**config.mk**
```make
export PLATFORM = sky130hd
export DESIGN_NAME = sid_reg_sequencer
export DESIGN_NICKNAME = d
export VERILOG_FILES = /design/src/rtl/sid_reg_sequencer.sv
export SDC_FILE = /design/constraint.sdc
export NUM_CORES = 1
export LEC_CHECK = 0
export ABC_AREA = 1
export BUFFER_PORTS_ARGS = -buffer_cell sky130_fd_sc_hd__buf_2
export CELL_PAD_IN_SITES_DETAIL_PLACEMENT = 0
export CELL_PAD_IN_SITES_GLOBAL_PLACEMENT = 1
export CORE_MARGIN = 10
export CORE_UTILIZATION = 40
export CTS_CLUSTER_SIZE = 16
export DETAILED_ROUTE_END_ITERATION = 10
export HOLD_SLACK_MARGIN = 0.02
export PLACE_DENSITY_LB_ADDON = 0.3
export SKIP_CTS_REPAIR_TIMING = 1
export SYNTH_ARGS = -nofsm -noshare
export SYNTH_HDL_FRONTEND = slang
export SYNTH_SLANG_ARGS = --single-unit
```
**constraint.sdc**
```tcl
create_clock -name clk -period 5.7 [get_ports clk]
set_clock_uncertainty 0.15 [all_clocks]
set_input_delay 0.285 -clock clk [delete_from_list [all_inputs] [get_ports clk]]
set_output_delay 0.285 -clock clk [all_outputs]
set_load 0.01 [all_outputs]
```
**src/rtl/sid_reg_sequencer.sv**
```systemverilog
// Buffered SID register bus initiator: queues timed register commands and
// issues them as ce_1m-aligned write strobes or read accesses.
module sid_reg_sequencer #(
  parameter int unsigned FIFO_DEPTH = 16,
  parameter int unsigned WAIT_W     = 16
) (
  input  logic                          clk,
  input  logic                          reset,
  input  logic                          ce_1m,
  input  logic                          cmd_valid,
  output logic                          cmd_ready,
  input  logic                          cmd_rd,
  input  logic [4:0]                    cmd_addr,
  input  logic [7:0]                    cmd_data,
  input  logic [WAIT_W-1:0]             cmd_wait,
  input  logic                          pause,
  input  logic                          flush,
  output logic                          sid_we,
  output logic [4:0]                    sid_addr,
  output logic [7:0]                    sid_wdata,
  input  logic [7:0]                    sid_rdata,
  output logic                          rd_valid,
  output logic [7:0]                    rd_data,
  output logic                          busy,
  output logic [$clog2(FIFO_DEPTH):0]   fifo_level
);
  localparam int unsigned PTR_W = $clog2(FIFO_DEPTH);
  localparam int unsigned LVL_W = PTR_W + 1;
  localparam int unsigned ENT_W = 14 + WAIT_W;

  typedef enum logic [1:0] {ST_IDLE, ST_ISSUE, ST_WAIT} state_t;

  state_t             state_q, state_d;
  logic [PTR_W-1:0]   wr_ptr_q, wr_ptr_d, rd_ptr_q, rd_ptr_d;
  logic [LVL_W-1:0]   level_q, level_d;
  logic [WAIT_W-1:0]  wait_cnt_q, wait_cnt_d;
  logic               rd_pend_q, rd_pend_d;
  logic               sid_we_q, sid_we_d;
  logic [4:0]         sid_addr_q, sid_addr_d;
  logic [7:0]         sid_wdata_q, sid_wdata_d;
  logic               rd_valid_q, rd_valid_d;
  logic [7:0]         rd_data_q, rd_data_d;
  logic [ENT_W-1:0]   mem_q [FIFO_DEPTH];

  logic               full, push, pop;
  logic [ENT_W-1:0]   head;
  logic               head_rd;
  logic [4:0]         head_addr;
  logic [7:0]         head_data;
  logic [WAIT_W-1:0]  head_wait;

  assign full      = (level_q == LVL_W'(FIFO_DEPTH));
  assign cmd_ready = ~full & ~flush & ~reset;
  assign push      = cmd_valid & cmd_ready;
  assign pop       = (state_q == ST_IDLE) & ce_1m & (level_q != '0) & ~pause & ~flush;

  assign head      = mem_q[rd_ptr_q];
  assign head_rd   = head[ENT_W-1];
  assign head_addr = head[ENT_W-2 -: 5];
  assign head_data = head[WAIT_W+7 -: 8];
  assign head_wait = head[WAIT_W-1:0];

  // Storage needs no reset: only slots between rd_ptr and wr_ptr are ever read.
  always_ff @(posedge clk) begin
    if (push) mem_q[wr_ptr_q] <= {cmd_rd, cmd_addr, cmd_data, cmd_wait};
  end

  always_comb begin
    wr_ptr_d = wr_ptr_q + PTR_W'(push);
    rd_ptr_d = rd_ptr_q + PTR_W'(pop);
    level_d  = level_q;
    if (push && !pop) level_d = level_q + LVL_W'(1);
    else if (!push && pop) level_d = level_q - LVL_W'(1);
    if (flush) begin
      wr_ptr_d = '0;
      rd_ptr_d = '0;
      level_d  = '0;
    end
  end

  always_comb begin
    state_d     = state_q;
    wait_cnt_d  = wait_cnt_q;
    rd_pend_d   = rd_pend_q;
    sid_we_d    = 1'b0;
    sid_addr_d  = sid_addr_q;
    sid_wdata_d = sid_wdata_q;
    rd_valid_d  = 1'b0;
    rd_data_d   = rd_data_q;
    case (state_q)
      ST_IDLE: begin
        if (pop) begin
          state_d     = ST_ISSUE;
          sid_addr_d  = head_addr;
          sid_wdata_d = head_data;
          sid_we_d    = ~head_rd;
          wait_cnt_d  = head_wait;
          rd_pend_d   = head_rd;
        end
      end
      ST_ISSUE: begin
        // sid_rdata is combinational on sid_addr, which is stable during ISSUE.
        if (rd_pend_q) begin
          rd_data_d  = sid_rdata;
          rd_valid_d = 1'b1;
        end
        rd_pend_d = 1'b0;
        state_d   = ST_WAIT;
      end
      ST_WAIT: begin
        if (ce_1m) begin
          if (wait_cnt_q == '0) state_d = ST_IDLE;
          else wait_cnt_d = wait_cnt_q - WAIT_W'(1);
        end
      end
      default: state_d = ST_IDLE;
    endcase
    if (flush) begin
      state_d    = ST_IDLE;
      sid_we_d   = 1'b0;
      rd_valid_d = 1'b0;
      rd_data_d  = rd_data_q;
      rd_pend_d  = 1'b0;
    end
  end

  always_ff @(posedge clk) begin
    if (reset) begin
      state_q     <= ST_IDLE;
      wr_ptr_q    <= '0;
      rd_ptr_q    <= '0;
      level_q     <= '0;
      wait_cnt_q  <= '0;
      rd_pend_q   <= 1'b0;
      sid_we_q    <= 1'b0;
      sid_addr_q  <= '0;
      sid_wdata_q <= '0;
      rd_valid_q  <= 1'b0;
      rd_data_q   <= '0;
    end else begin
      state_q     <= state_d;
      wr_ptr_q    <= wr_ptr_d;
      rd_ptr_q    <= rd_ptr_d;
      level_q     <= level_d;
      wait_cnt_q  <= wait_cnt_d;
      rd_pend_q   <= rd_pend_d;
      sid_we_q    <= sid_we_d;
      sid_addr_q  <= sid_addr_d;
      sid_wdata_q <= sid_wdata_d;
      rd_valid_q  <= rd_valid_d;
      rd_data_q   <= rd_data_d;
    end
  end

  assign sid_we     = sid_we_q;
  assign sid_addr   = sid_addr_q;
  assign sid_wdata  = sid_wdata_q;
  assign rd_valid   = rd_valid_q;
  assign rd_data    = rd_data_q;
  assign busy       = (level_q != '0) | (state_q != ST_IDLE);
  assign fifo_level = level_q;
endmodule

```
==> results of run 1 <==
==> placed cells by master (no fill, tap or decap), types with 2 or more instances in the layout <==
master / instances
a21oi_1: 29
a21oi_2: 6
buf_12: 2
buf_2: 73
buf_4: 16
bufinv_16: 6
clkbuf_1: 12
clkbuf_16: 56
clkbuf_8: 5
clkinv_1: 13
clkinv_2: 8
dfxtp_1: 51
dfxtp_2: 2
dfxtp_4: 2
dlygate4sd3_1: 47
edfxtp_1: 480
ha_1: 9
inv_1: 124
inv_2: 4
inv_6: 2
nand2_1: 327
nand3_1: 187
nand4_1: 3
nor2_1: 386
nor2_4: 17
nor3_1: 2
o211ai_1: 60
o21ai_0: 188
xnor2_1: 3
xor2_1: 4
==> registers in the layout (all words and copies together) (netlist names) <==
signal and cells:
state_q 2, wr_ptr_q 4, rd_data 8, rd_pend_q 1, mem_q 480, fifo_level 5
sid_we 1, rd_valid 1, wait_cnt_q 16, sid_wdata 8, rd_ptr_q 4, sid_addr 5
==> cell families after synthesis <==
group,share of synthesized area (%)
simple gates,16.8
xor+xnor,0.277
flops,70.1
fa+ha+maj,0.599
compound gates,7.30
buf+inv,4.89
==> where the power goes <==
part	total, uW	internal, uW	leakage [uW]	switching (uW)
clock	3640	2140	0.000899	1500
combinational	260	82.4	0.00376	177
sequential	4290	4280	0.00476	11.5
total	8200	6510	0.00942	1690
==> layer usage <==
metal	wire [um]	global-route usage, %	up-vias
li1	-	-	7062
met1	25900	23.9	7161
met2	27200	28.6	398
met3	3140	2.69	72
met4	1110	4.71	0
met5	0	0	-
==> final timing paths <==
check	slack [ps]	endpoint	startpoint	cells after the start
setup / recovery	2300	mem_q[3][21]$_DFFE_PP_	flush	7
hold / removal	1	sid_we$_SDFF_PP0_	pause	4
setup reg to reg	2390	mem_q[3][21]$_DFFE_PP_	fifo_level[1]$_SDFFE_PP0P_	6
hold reg to reg	340	rd_pend_q$_SDFFE_PP0P_	rd_pend_q$_SDFFE_PP0P_	2
==> worst max-delay path, stage by stage <==
cell,delay (ps)
dlygate4sd3_1,540
buf_2,150
nor2_1,290
nand2_1,130
nor2_1,460
nand3_1,460
nor2_4,1110
==> through the flow <==
stage                     cell area, um^2  utilization (%)  worst slack, ps  hold WS (ps)
final                               25500             46.3             2300         0.991
after global routing                25500             46.3             2090          32.2
after global placement              23100             42.1             1950           335
after floorplan                     22100                -             2740           234
after detailed placement            23100             42.1             1890           325
after CTS                           25000             45.4             2330          -289
==> final cells by class <==
type | count | area, um^2
Sequential cell | 535 | 15500
Tap cell | 748 | 936
Clock inverter | 30 | 323
Timing Repair Buffer | 138 | 996
Fill cell | 5017 | 29500
Multi-Input combinational cell | 1227 | 5660
Inverter | 131 | 497
Clock buffer | 73 | 1520
==> key figures, run 1 <==
Synthesis
  – Most numerous cell in the Yosys netlist: edfxtp_1
  – Predominant post-synthesis flop cell: edfxtp_1
  – Top cells by count, synth: 480 x edfxtp_1, 402 x nor2_1, 327 x nand2_1, 188 x o21ai_0, 187 x nand3_1
  – Post-synthesis sequential area ratio: 70.1%
  – Top cell type's share of synthesized area: 65.1%
  – Leading area contributor after synthesis: edfxtp_1
  – Dominant cells by area after synthesis: edfxtp_1 65%, nor2_1 6.8%, nand2_1 5.5%, dfxtp_1 5.0%, o21ai_0 4.3%
  – Yosys warning count: 0
  – Mapped Cells: 2002
  – Synthesized area per cell: 11.1 um^2
  – Unique cell type count in the Yosys netlist: 32
  – Async SR Flop Fraction: 0%
  – Synthesized area: 22100 um^2
  – Synthesis-stage register bit count: 535
  – EDFF count, synth: 480
  – Syn_nets: approximately 2100

Cells and area
  – Final std cells w/o fill: 2882
  – Antenna Cells: 0
  – Fraction of layout cells with a size suffix above 1: 9.56%
  – Final net count: 2143
  – Area grow syn2layout: 15.0%

STA
  – Min cycle time layout: 3400 ps
  – Setup TNS: 0 ps
  – Endpoints failing hold: 0
  – Final Cycle Share: between 50% and 60%
  – Slew margin rel.: about 13%
  – Final-report setup violation count: 0
  – Max-slew violation count: 0
  – F_max: 294 MHz
  – RSZ-0062 raised after global routing: no
  – Least-Margin Pin Slew: 1310 ps

Job
  – Max cap viols: 0

Drt
  – DR vias/cell: roughly 5
  – DR WL/cell: 19.9 um
  – Drt first pass iters: 6
  – Final WL: between 50000 and 60000 um
  – DRC viols: 0
  – DRT iter0 DRCs: around 1100
  – Vias: 14700
  – Detail Route Antenna Nets: 0

GRT
  – Pin count of the biggest net entering global routing: roughly 120
  – Global-route wire length before repair: 86900 um
  – Overflow after GRT: 0
  – GRT Total Usage: 17.5%
  – Initial antenna violation count: 0
  – Number of global-route vias before repair: about 14000

Placement
  – Placed cell count: 2732
  – Port bufs: 73
  – Final Wtd Congestion: 0.791
  – Post-DP HPWL: 32700 um

Clocking
  – CTS max path bufs: 3
  – CTS buffer count: 56
  – # clock sinks: 535
  – H-tree level count: 2
  – Clock transition at the registers of the reported paths: 60 ps
  – CTS root buf: clkbuf_16
  – Worst-skew pair later-pin latency: 610 ps
  – CTS tree: yes

Pwr
  – PwrDens: 322 nW/um^2
  – Max VDD drop: 0.000215 V
  – Pwr Total: 8200 uW
  – Leakage: 0.00942 uW

Setup path
  – CP arrival: 3460 ps
  – Crit-path max FO: 30
  – Worst Setup End Kind: register
  – Critical path launch point type: input port
  – Crit Path Class: in2reg
  – Worst endpoint required time: 5760 ps

Floorplanning
  – Core area: 55000 um^2
  – # IOs: 74
  – Num rows: 86
  – Die width: 255 um
  – Die Span Y: approximately 260 um
  – Starting Density: 40.3%
  – Total die area: between 60000 and 70000 um^2

Worst hold path
  – Hold Crit Class: in2reg

Outcome
  – Outcome: finished, final reports clean
(Power assumes the default switching activity.)
==> run 2, diff against run 1 <==
==> constraint.sdc (replaced) <==
create_clock -name clk -period 3.45 [get_ports clk]
set_clock_uncertainty 0.15 [all_clocks]
set_input_delay 0.1725 -clock clk [delete_from_list [all_inputs] [get_ports clk]]
set_output_delay 0.1725 -clock clk [all_outputs]
set_load 0.01 [all_outputs]
==> key figures, run 2 (same netlist as run 1, synthesis figures left out) <==
STA
  – Endpoints failing hold: 0
  – F_max: 331 MHz
  – Hold Slack: just over 80 ps
  – Min cycle time layout: approximately 3000 ps
  – Max-slew violation count: 0
  – Final Cycle Share: slightly below 90%
  – RSZ-0062 raised after global routing: no
  – Setup TNS: 0 ps
  – Least-Margin Pin Slew: 1070 ps
  – Final-report setup violation count: 0
  – Slew margin rel.: 28.8%

Cells and area
  – Most frequent cells in the layout: 480 x edfxtp_1, 386 x nor2_1, 327 x nand2_1
  – Final net count: 2185
  – Top flop regs: mem_q: 480 flops, wait_cnt_q: 16 flops
  – Fraction of layout cells with a size suffix above 1: around 11%
  – Most common cell after layout, fill and taps aside: edfxtp_1
  – Most flop-heavy register: mem_q
  – Max FFs per register: 480
  – Final std cells w/o fill: 2928
  – Area grow syn2layout: 17.5%

Clocking
  – H-tree level count: 2
  – CTS buffer count: 57
  – Worst-skew pair later-pin latency: 620 ps
  – CTS tree: yes
  – CTS max path bufs: 3
  – Clock transition at the registers of the reported paths: 60 ps
  – CTS root buf: clkbuf_16
  – # clock sinks: roughly 540

GRT
  – Overflow after GRT: 0
  – GRT Total Usage: 17.9%
  – Initial antenna violation count: 3
  – Number of global-route vias before repair: 14200
  – Global-route wire length before repair: 88000 um
  – Pin count of the biggest net entering global routing: 153

Outcome
  – Outcome: finished, final reports clean

Drt
  – DRT iter0 DRCs: 1294
  – Drt first pass iters: 5
  – DR vias/cell: approximately 5.1
  – Final WL: 58600 um
  – Vias: 14900
  – Detail Route Antenna Nets: 0
  – DR WL/cell: 20.0 um
  – DRC viols: 0

Setup path
  – CP arrival: 3430 ps
  – Worst Setup End Kind: register
  – Critical path launch point type: input port
  – Crit Path Class: in2reg
  – Worst endpoint required time: 3860 ps
  – Crit-path max FO: 5

Floorplanning
  – Total die area: about 65000 um^2
  – Die Span Y: 255 um
  – # IOs: 74
  – Core area: 55000 um^2
  – Die width: 255 um
  – Num rows: 86
  – Starting Density: 40.3%

Worst hold path
  – Hold Crit Class: in2reg

Job
  – Max cap viols: 0

Placement
  – Port bufs: 73
  – Final Wtd Congestion: 0.771
  – Placed cell count: between 2000 and 3000
  – Post-DP HPWL: 31100 um

Pwr
  – Leakage: 0.00972 uW
  – PwrDens: 530 nW/um^2
  – Max VDD drop: roughly 0.00036 V
run 2: critical path, stage by stage:
cell and delay [ps]:
dlygate4sd3_1 540, buf_2 150, nor3_1 270, dlygate4sd3_1 600, nand3_1 210, ha_1 300, inv_1 130, ha_1 300
a21o_1 190, a21oi_1 160, nor2_1 60, nor2_1 80, nand2_1 80, nand2_1 60, nand2_1 40, nor2_1 80
run 2: power by group:
| group | total (uW) | leakage (uW) | internal (uW) | switching [uW] |
|---|---|---|---|---|
| sequential | 7090 | 0.00476 | 7080 | 15.8 |
| clock | 6270 | 0.000940 | 3740 | 2530 |
| combinational | 426 | 0.00401 | 144 | 283 |
run 2: worst paths after layout:
check | startpoint | to | slack [ps] | cells past startpoint
max | flush | fifo_level[4]$_SDFFE_PP0P_ | 430 | 16
min | cmd_valid | wr_ptr_q[0]$_SDFF_PP0_ | 80 | 7
max reg2reg | state_q[0]$_SDFFE_PP0P_ | rd_data[7]$_SDFFE_PP0P_ | 690 | 9
min reg2reg | rd_pend_q$_SDFFE_PP0P_ | rd_pend_q$_SDFFE_PP0P_ | 330 | 2
run 2: layout make-up:
class	instances	area (um^2)
well taps	748	936
inverters	131	497
flip-flops and latches	535	15500
clock buffers	80	1630
repair buffers	179	1450
diodes	1	2.50
multi-input cells	1227	5660
clock inverters	27	310
fillers	5002	29000
run 2: routing by layer:
layer	part of all wire [%]	wire length, um	vias up	global-route usage (%)
met5	0.036	21	-	0
met4	1.6	961	4	4.32
li1	-	-	7147	-
met1	45	26400	7274	24.1
met3	5.7	3330	71	3.01
met2	48	28000	355	29.7
run 2: stage by stage:
stage	power, uW	cell area [um^2]	setup WS (ps)	util (%)
floorplan	7440	22100	486	-
detailed placement	7620	23500	862	42.7
finish	13800	26000	428	47.3
global placement	7610	23500	861	42.7
global route	14200	26000	229	47.3
CTS	13900	25400	869	46.2
